$ cat src/rtl/piano_voice_scheduler.sv
// Piano key/voice scheduler: tracks held keys for the renderer and hands a
// small pool of tone-generator voices to newly pressed keys, stealing round-robin.
module piano_voice_scheduler #(
    parameter int OCTAVES  = 2,
    parameter int VOICES   = 2,
    parameter int IDX_BITS = 5
) (
    input  logic                         clk,
    input  logic                         rst_n,
    input  logic                         ev_valid,
    output logic                         ev_ready,
    input  logic [IDX_BITS-1:0]          ev_key,
    input  logic                         ev_press,
    input  logic                         panic,
    output logic [12*OCTAVES-1:0]        pressed,
    output logic [VOICES-1:0]            voice_active,
    output logic [VOICES*IDX_BITS-1:0]   voice_key,
    output logic [VOICES-1:0]            voice_start,
    output logic                         err_range
);

    localparam int KEYS  = 12 * OCTAVES;
    localparam int PTR_W = (VOICES > 1) ? $clog2(VOICES) : 1;

    typedef enum logic [1:0] {
        IDLE   = 2'd0,
        LOOKUP = 2'd1,
        UPDATE = 2'd2
    } state_t;

    state_t                       state_q, state_d;
    logic [IDX_BITS-1:0]          key_q, key_d;
    logic                         press_q, press_d;
    logic [VOICES-1:0]            match_q, match_d;
    logic [VOICES-1:0]            free_q, free_d;
    logic                         was_pressed_q, was_pressed_d;
    logic [KEYS-1:0]              pressed_q, pressed_d;
    logic [VOICES-1:0]            active_q, active_d;
    logic [VOICES*IDX_BITS-1:0]   vkey_q, vkey_d;
    logic [VOICES-1:0]            start_q, start_d;
    logic                         err_q, err_d;
    logic [PTR_W-1:0]             steal_q, steal_d;

    logic                         in_range_s;
    logic [KEYS-1:0]              key_mask_s;
    logic [VOICES-1:0]            match_s;
    logic                         any_free_s;
    logic [PTR_W-1:0]             free_idx_s;
    logic [PTR_W-1:0]             sel_s;

    // Decode the latched key into a range flag and a one-hot pressed mask.
    always_comb begin
        in_range_s = (int'(key_q) < KEYS);
        key_mask_s = '0;
        if (in_range_s) begin
            key_mask_s = {{(KEYS-1){1'b0}}, 1'b1} << key_q;
        end else begin
            key_mask_s = '0;
        end
    end

    // Voices currently sounding the latched key.
    always_comb begin
        match_s = '0;
        for (int v = 0; v < VOICES; v++) begin
            if (active_q[v] && (vkey_q[v*IDX_BITS +: IDX_BITS] == key_q)) begin
                match_s[v] = 1'b1;
            end else begin
                match_s[v] = 1'b0;
            end
        end
    end

    // Lowest-index free voice; falls back to the steal pointer when none is free.
    always_comb begin
        any_free_s = |free_q;
        free_idx_s = '0;
        for (int v = VOICES - 1; v >= 0; v--) begin
            if (free_q[v]) begin
                free_idx_s = PTR_W'(v);
            end else begin
                free_idx_s = free_idx_s;
            end
        end
        sel_s = any_free_s ? free_idx_s : steal_q;
    end

    // Next-state logic: event FSM plus key/voice bookkeeping.
    always_comb begin
        state_d       = state_q;
        key_d         = key_q;
        press_d       = press_q;
        match_d       = match_q;
        free_d        = free_q;
        was_pressed_d = was_pressed_q;
        pressed_d     = pressed_q;
        active_d      = active_q;
        vkey_d        = vkey_q;
        start_d       = '0;
        err_d         = 1'b0;
        steal_d       = steal_q;

        if (panic) begin
            state_d   = IDLE;
            pressed_d = '0;
            active_d  = '0;
            steal_d   = '0;
        end else begin
            case (state_q)
                IDLE: begin
                    if (ev_valid) begin
                        key_d   = ev_key;
                        press_d = ev_press;
                        state_d = LOOKUP;
                    end else begin
                        state_d = IDLE;
                    end
                end
                LOOKUP: begin
                    match_d       = match_s;
                    free_d        = ~active_q;
                    was_pressed_d = |(pressed_q & key_mask_s);
                    state_d       = UPDATE;
                end
                UPDATE: begin
                    state_d = IDLE;
                    if (!in_range_s) begin
                        err_d = 1'b1;
                    end else if (press_q && !was_pressed_q) begin
                        pressed_d = pressed_q | key_mask_s;
                        vkey_d[int'(sel_s)*IDX_BITS +: IDX_BITS] = key_q;
                        active_d[sel_s] = 1'b1;
                        start_d[sel_s]  = 1'b1;
                        if (!any_free_s) begin
                            if (steal_q == PTR_W'(VOICES - 1)) begin
                                steal_d = '0;
                            end else begin
                                steal_d = steal_q + PTR_W'(1);
                            end
                        end else begin
                            steal_d = steal_q;
                        end
                    end else if (!press_q && was_pressed_q) begin
                        pressed_d = pressed_q & ~key_mask_s;
                        active_d  = active_q & ~match_q;
                    end else begin
                        pressed_d = pressed_q;
                    end
                end
                default: begin
                    state_d = IDLE;
                end
            endcase
        end
    end

    // State and output registers.
    always_ff @(posedge clk or negedge rst_n) begin
        if (!rst_n) begin
            state_q       <= IDLE;
            key_q         <= '0;
            press_q       <= 1'b0;
            match_q       <= '0;
            free_q        <= '0;
            was_pressed_q <= 1'b0;
            pressed_q     <= '0;
            active_q      <= '0;
            vkey_q        <= '0;
            start_q       <= '0;
            err_q         <= 1'b0;
            steal_q       <= '0;
        end else begin
            state_q       <= state_d;
            key_q         <= key_d;
            press_q       <= press_d;
            match_q       <= match_d;
            free_q        <= free_d;
            was_pressed_q <= was_pressed_d;
            pressed_q     <= pressed_d;
            active_q      <= active_d;
            vkey_q        <= vkey_d;
            start_q       <= start_d;
            err_q         <= err_d;
            steal_q       <= steal_d;
        end
    end

    assign ev_ready     = (state_q == IDLE);
    assign pressed      = pressed_q;
    assign voice_active = active_q;
    assign voice_key    = vkey_q;
    assign voice_start  = start_q;
    assign err_range    = err_q;

endmodule

$ cat config.mk
export PLATFORM = sky130hd
export DESIGN_NAME = piano_voice_scheduler
export DESIGN_NICKNAME = d
export VERILOG_FILES = /design/src/rtl/piano_voice_scheduler.sv
export SDC_FILE = /design/constraint.sdc
export NUM_CORES = 1
export LEC_CHECK = 0
export BUFFER_PORTS_ARGS = -buffer_cell sky130_fd_sc_hd__buf_2
export CORE_UTILIZATION = 55
export DETAILED_ROUTE_END_ITERATION = 8
export PLACE_DENSITY = 0.76
export REMOVE_ABC_BUFFERS = 1
export SYNTH_ARGS = -nofsm -noshare
export SYNTH_HDL_FRONTEND = slang
export SYNTH_SLANG_ARGS = --single-unit
$ cat constraint.sdc
create_clock -name clk -period 2.1 [get_ports clk]
set_clock_uncertainty 0.05 [all_clocks]
set_input_delay 0.105 -clock clk [delete_from_list [all_inputs] [get_ports clk]]
set_output_delay 0.105 -clock clk [all_outputs]
set_load 0.1 [all_outputs]
### Yosys cells after proc, flatten, opt, wreduce, memory -nomap -nowiden

Cells that the tools add are included.

| cells by class | value |
|---|---|
| $add $sub $neg | 2 |
| multiply operators | 1 |
| $lt $le $gt $ge | 3 |
| equality and inequality tests | 5 |
| shift operators | 3 |
| multiplexer cells | 35 |
| bitwise gates (word level) | 9 |
| reductions and logical operators | 19 |

Operators with widths:

| cell | number |
|---|---|
| two-way mux 24 bit | 6 |
| AND 24 bit | 2 |
| negation 4 -> 33 bit | 1 |
| variable shift 5 x 33 -> 10 bit (first input constant) | 1 |
| indexed part select 5 x 33 -> 10 bit | 1 |
| inverter 24 bit | 1 |
| bitwise OR 24 bit | 1 |
| OR reduction 24 bit | 1 |
| << shifter 1 x 5 -> 24 bit (first input constant) | 1 |
| two-way mux 2 bit | 10 |
| two-way mux 1 bit | 16 |
| bitwise mux 10 bit | 1 |
| == test 5 bit | 2 |
| AND reduction 4 bit | 2 |
| AND reduction 3 bit | 2 |
| nonzero test 2 bit | 3 |
| logical AND 1 bit | 5 |
| less-than comparator 5 bit (second input constant) | 1 |
| multiplier 1 x 3 -> 4 bit (second input constant) | 1 |
| inverter 2 bit | 2 |
| case mux 2 bit (2 select lines) | 1 |
| nonzero test 3 bit | 1 |
| AND 2 bit | 1 |
| == test 2 x 1 -> 1 bit (second input constant) | 1 |
| other kinds (12) | 13 |

| word-level totals | value |
|---|---|
| register bits | 53 |
| bits of input ports | 10 |
| output and inout port bits | 40 |

### Longest topological paths before layout

| depth | value |
|---|---|
| depth after elaboration | 12 |
| depth in mapped cells | 7 |
| gate-level depth less buffers | 5 |

### Worst setup path before layout

Ideal clock, no wire load.

| timing path | value |
|---|---|
| kind | register -> output |
| from | register state_q[1] |
| to | output port ev_ready |
| arrival time | 1.758 ns |
| setup slack | 0.187 ns |
| stages on the path, launching flop included | 3 |
| cells stage by stage | dfrtp_1 clkbuf_2 nor2_1 |

| on the way | value |
|---|---|
| cells in the longest elaborated chain, start to end | 1 |

RTL lines:

| what | RTL line | source |
|---|---|---|
| from (decl) | 31 | `state_t state_q, state_d;` |
| from (signal assigned) | 173 | `state_q <= state_d;` |
| logical NOT 2 bit | 188 | `assign ev_ready = (state_q == IDLE);` |
| to (decl) | 11 | `output logic ev_ready,` |

Every way passes these cells.

### Final worst setup path

| timing path | value |
|---|---|
| from | register press_q |
| to | register pressed_q[5] (netlist: pressed[5]) |

| on the way | value |
|---|---|
| cells in the longest elaborated chain, start to end | 5 |
| elaborated cells on any way between the ends | 9 |
| classes of those cells | mux (4); reduce/logical (5) |

RTL lines:

| what | RTL line | source |
|---|---|---|
| from (decl) | 33 | `logic press_q, press_d;` |
| from (signal assigned) | 175 | `press_q <= press_d;` |
| logical AND 1 bit | 129 | `end else if (press_q && !was_pressed_q) begin` |
| two-way mux 24 bit | 129 |  |
| two-way mux 24 bit | 127 | `if (!in_range_s) begin` |
| two-way mux 24 bit | 109 | `case (state_q)` |
| two-way mux 24 bit | 103 | `if (panic) begin` |
| to (signal assigned) | 179 | `pressed_q <= pressed_d;` |
| to (decl) | 37 | `logic [KEYS-1:0] pressed_q, pressed_d;` |

Several ways; a longest one is shown, not always the timed one. The select of a mux whose other input is x is not followed.
A chain may end at the register's enable or synchronous reset.

==> impl_metrics.prom <==
# TYPE chip_impl_metric gauge
chip_impl_info{name="result_of_the_run",value="finished, final reports clean"} 1
chip_impl_metric{name="max-slew-margin-rel",unit="%"} 57.8
chip_impl_metric{name="initialDrtViolationCount",unit=""} 89
chip_impl_metric{name="sequential_fraction_of_the_synthesis_area",unit="%"} 49.3
chip_impl_metric{name="finalCriticalPeriod",unit="ns"} 1.94
chip_impl_metric{name="async_reset_ff_share",unit="%"} 100
chip_impl_metric{name="maxCapViolCount",unit=""} 0
chip_impl_info{name="worstReg2RegStart",value="press_q"} 1
chip_impl_metric{name="fraction_of_the_mapped_netlist_area_in_compound_gates",unit="%"} 13.6
chip_impl_metric{name="row_count",unit=""} 25
chip_impl_metric{name="clock_tree.buffer_depth",unit=""} 2
chip_impl_metric{name="first_pass_iters",unit=""} 4
chip_impl_info{name="crit_chain",value="buf_4 > xor2_1 > a41oi_4 > nor3_4 > a21oi_1 > a211oi_1"} 1
chip_impl_metric{name="power.share.switching",unit="%"} 40.1
chip_impl_info{name="unrepaired_setup_endpoints_after_global_routing",value="false"} 1
chip_impl_info{name="critical_path.startpoint_type",value="flop"} 1
chip_impl_metric{name="wire_length_of_the_first_global_routing_pass",unit="µm"} 10300
chip_impl_info{name="synth_top_area_cell",value="sky130_fd_sc_hd__dfrtp_1"} 1
chip_impl_metric{name="cts_buffers",unit=""} 5
chip_impl_metric{name="hold-worst-slack",unit="ns"} 0.104
chip_impl_metric{name="cellLeakagePower",unit="µW"} 0.00155
chip_impl_metric{name="netlist_instances",unit=""} 253
chip_impl_metric{name="synthSimpleGateAreaFrac",unit="%"} 17.8
chip_impl_metric{name="power_density",unit="nW/µm²"} 923
chip_impl_metric{name="grt_start_max_net_pins",unit=""} 28
chip_impl_metric{name="yosys-mux-area-fraction",unit="%"} 11.6
chip_impl_metric{name="fp.coreArea",unit="µm²"} 4720
chip_impl_metric{name="globalplace.congestion",unit=""} 0.800
chip_impl_metric{name="fmax",unit="GHz"} 0.516
chip_impl_metric{name="boundaryPins",unit=""} 50
chip_impl_metric{name="clkLatencyLatePin",unit="ns"} 0.31
chip_impl_metric{name="syn-cell-area",unit="µm²"} 2690
chip_impl_info{name="main_combinational_cell_family_by_area_after_synthesis",value="simple AND/OR/NAND/NOR gates"} 1
chip_impl_metric{name="setup_viol_count_final",unit=""} 0
chip_impl_info{name="end_kind",value="flop"} 1
chip_impl_metric{name="netlist.area_leader.share",unit="%"} 49.3
chip_impl_metric{name="post_synth_fa_ha_maj_area_fraction",unit="%"} 0
chip_impl_metric{name="syn_avg_cell_area",unit="µm²"} 10.6
chip_impl_metric{name="wl_per_cell",unit="µm"} 16.1
chip_impl_metric{name="antenna-diode-count",unit=""} 0
chip_impl_metric{name="floorplan.initialDensity",unit="%"} 57.0
chip_impl_metric{name="route.vias.total",unit=""} 2185
chip_impl_metric{name="critical_path.max_fanout",unit=""} 10
chip_impl_metric{name="htree_num_levels",unit=""} 2
chip_impl_metric{name="die_height",unit="µm"} 72.0
chip_impl_metric{name="wl",unit="µm"} 6160
chip_impl_metric{name="ant_nets",unit=""} 0
chip_impl_metric{name="syn_to_final_growth",unit="%"} 21.9
chip_impl_metric{name="power.internal",unit="µW"} 1810
chip_impl_info{name="tritoncts",value="yes"} 1
chip_impl_metric{name="required",unit="ns"} 2.26
chip_impl_metric{name="port_buffers",unit=""} 49
chip_impl_metric{name="cts.repair_timing.setup_buffer_count",unit=""} 0
chip_impl_metric{name="via_per_inst",unit=""} 5.70
chip_impl_metric{name="ys.warnings.count",unit=""} 0
chip_impl_metric{name="count_of_flip_flops_with_a_built_in_enable_after_synthesis",unit=""} 0
chip_impl_info{name="critPathLaunch",value="press_q"} 1
chip_impl_info{name="synth_top_area_cells",value="sky130_fd_sc_hd__dfrtp_1 (49%), sky130_fd_sc_hd__mux2_2 (7.5%), sky130_fd_sc_hd__a211oi_1 (5.3%)"} 1
chip_impl_metric{name="setup.reg_to_reg.worst_slack",unit="ns"} 0.16
chip_impl_metric{name="detailed_place_hpwl",unit="µm"} 4350
chip_impl_metric{name="die-area",unit="µm²"} 5180
chip_impl_metric{name="tightest_slew",unit="ns"} 0.633
chip_impl_metric{name="overflow",unit=""} 0
chip_impl_info{name="cpMaxStageDelayCell",value="sky130_fd_sc_hd__dfrtp_1"} 1
chip_impl_metric{name="stages_on_worst_setup_path",unit=""} 6
chip_impl_metric{name="vdd.ir_drop.worst",unit="V"} 0.000426
chip_impl_info{name="worstHoldPathType",value="primary input to flop"} 1
chip_impl_metric{name="path_buf_inv",unit=""} 1
chip_impl_metric{name="synth_xor_xnor_area_share",unit="%"} 3.91
chip_impl_metric{name="ys_ff_latch",unit=""} 53
chip_impl_metric{name="drc",unit=""} 0
chip_impl_metric{name="non_filler_cell_area_final",unit="µm²"} 3280
chip_impl_metric{name="grt_pass1_vias",unit=""} 2144
chip_impl_info{name="cpLargestDelayFamily",value="compound AO/OA/AOI/OAI gates"} 1
chip_impl_metric{name="num-nets-final",unit=""} 325
chip_impl_metric{name="setup_total_negative_slack",unit="ns"} 0
chip_impl_metric{name="final_max_slew_viol_count",unit=""} 0
chip_impl_metric{name="hold_viol",unit=""} 0
chip_impl_metric{name="globalRouteTotalUtil",unit="%"} 25.8
chip_impl_metric{name="total_power",unit="µW"} 3030
chip_impl_info{name="timing.rr.end",value="pressed[5]"} 1
chip_impl_metric{name="post_route_cells_drive_above_1_share",unit="%"} 32.3
chip_impl_metric{name="power_switching",unit="µW"} 1210
chip_impl_metric{name="initial_antenna_violation_count",unit=""} 0
chip_impl_metric{name="layout_worst_path_cycle_share",unit="%"} 92.4
chip_impl_metric{name="cts.sinks",unit=""} 53
chip_impl_metric{name="critical_path_arrival",unit="ns"} 2.10
chip_impl_metric{name="worst-r2r-cell-count",unit=""} 6
chip_impl_info{name="timing.setup.critical_path_class",value="flop to flop"} 1
chip_impl_metric{name="synth.lib_cells_used.distinct",unit=""} 44
chip_impl_metric{name="cp_slowest_stage_delay",unit="ns"} 0.39
chip_impl_metric{name="clkSlewWorstSetupHoldPaths",unit="ns"} 0.09
chip_impl_metric{name="seq_pwr_share",unit="%"} 40.5
chip_impl_metric{name="post_route_core_utilization",unit="%"} 69.4
chip_impl_info{name="synth-main-ff-cell",value="sky130_fd_sc_hd__dfrtp_1"} 1
chip_impl_metric{name="floorplan.die.width",unit="µm"} 72.0
chip_impl_info{name="timing.critical_path.to",value="pressed[5]"} 1
chip_impl_metric{name="placement.cell_area",unit="µm²"} 3080
chip_impl_metric{name="clkPwrFrac",unit="%"} 23.7
chip_impl_metric{name="combinational_power_share",unit="%"} 35.8
chip_impl_info{name="root_buffer",value="sky130_fd_sc_hd__clkbuf_8"} 1
[synthesized netlist by cell type, types with 6 or more instances]
master and n:
sky130_fd_sc_hd__dfrtp_1 53, sky130_fd_sc_hd__a21oi_1 21, sky130_fd_sc_hd__a211oi_1 19, sky130_fd_sc_hd__mux2_2 18, sky130_fd_sc_hd__nor2_1 16, sky130_fd_sc_hd__mux2i_1 11
sky130_fd_sc_hd__nand2_1 11, sky130_fd_sc_hd__buf_2 9, sky130_fd_sc_hd__xor2_1 9, sky130_fd_sc_hd__nor3_1 7, sky130_fd_sc_hd__nor3b_1 7, sky130_fd_sc_hd__clkbuf_1 6
[cells in the final DEF, fill, tap and decap left out, types with 7 or more instances in the layout]
cell and n:
sky130_fd_sc_hd__dfrtp_1 53, sky130_fd_sc_hd__buf_2 49, sky130_fd_sc_hd__a21oi_1 21, sky130_fd_sc_hd__a211oi_1 19, sky130_fd_sc_hd__mux2_2 18, sky130_fd_sc_hd__buf_4 17
sky130_fd_sc_hd__nor2_1 16, sky130_fd_sc_hd__nand2_1 11, sky130_fd_sc_hd__mux2i_1 11, sky130_fd_sc_hd__xor2_1 9, sky130_fd_sc_hd__nor3b_1 7, sky130_fd_sc_hd__dlygate4sd3_1 7
[cells by family after synthesis]
| group | Yosys count |
|---|---|
| AND/OR/NAND/NOR | 80 |
| AO/OA/AOI/OAI | 55 |
| flip-flops | 53 |
| multiplexers | 29 |
| buffers and inverters | 24 |
| XOR/XNOR | 12 |
[registers in the layout (all words and copies together) (netlist names)]
signal,flops
pressed,24
voice_key,10
key_q,5
free_q,2
match_q,2
state_q,2
voice_active,2
voice_start,2
err_range,1
press_q,1
steal_q,1
was_pressed_q,1
[what timing repair did]
item / CTS / global route
endpoints found under the hold margin: 32 / 0
gates resized for setup: 0 / 1
hold buffers: 7 / 0
endpoints found under the setup margin: 0 / 8
[power groups by stage]
| stage | combinational, µW | clock, µW | sequential (µW) |
|---|---|---|---|
| after floorplan | 356 | 0 | 1650 |
| after global placement | 1050 | 0 | 1240 |
| after detailed placement | 1070 | 0 | 1240 |
| after CTS | 1080 | 731 | 1220 |
| after global routing | 1150 | 760 | 1240 |
| final | 1080 | 718 | 1220 |
[layer usage]
metal | part of all wire, % | vias up | wire, µm | track usage (%)
li1 | - | 1042 | - | -
met1 | 47 | 1081 | 2920 | 35.7
met2 | 48 | 51 | 2950 | 41.4
met3 | 2.7 | 11 | 166 | 3.33
met4 | 1.9 | 0 | 117 | 10.9
met5 | 0 | - | 0 | 0
[through the flow]
step                      instances  setup WS (ns)
after global placement          368          0.169
after detailed placement        368          0.102
after floorplan                 234          0.192
final                           383          0.160
after CTS                       383         0.0967
after global routing            383        0.00830
[how the worst min path moves through the flow]
| stage | from | endpoint | slack [ns] | cells past startpoint |
|---|---|---|---|---|
| after floorplan | rst_n | err_range | -0.24 | 0 |
| after global placement | rst_n | voice_key[9] | 0.11 | 1 |
| after detailed placement | rst_n | voice_key[9] | 0.11 | 1 |
| after CTS | panic | steal_q | 0.10 | 2 |
| after global routing | panic | voice_active[1] | 0.13 | 2 |
| final | panic | steal_q | 0.10 | 2 |
[worst register-to-register path, delay by kind of cell, from the launching register on]
family / cells / cell delay, ns
DFF: 1 / 0.39
AOI/OAI and AO/OA: 3 / 0.65
buffers and inverters: 1 / 0.15
and+or+nand+nor: 1 / 0.37
xor gates and xnor gates: 1 / 0.26
[area by class of cell]
| cell class | count | area [µm²] |
|---|---|---|
| Clock buffer | 6 | 82.6 |
| Tap cell | 67 | 83.8 |
| Fill cell | 377 | 1440 |
| Multi-Input combinational cell | 176 | 1270 |
| Timing Repair Buffer | 74 | 463 |
| Inverter | 5 | 18.8 |
| Sequential cell | 53 | 1330 |
| Clock inverter | 2 | 37.5 |
(Power assumes the default switching activity.)
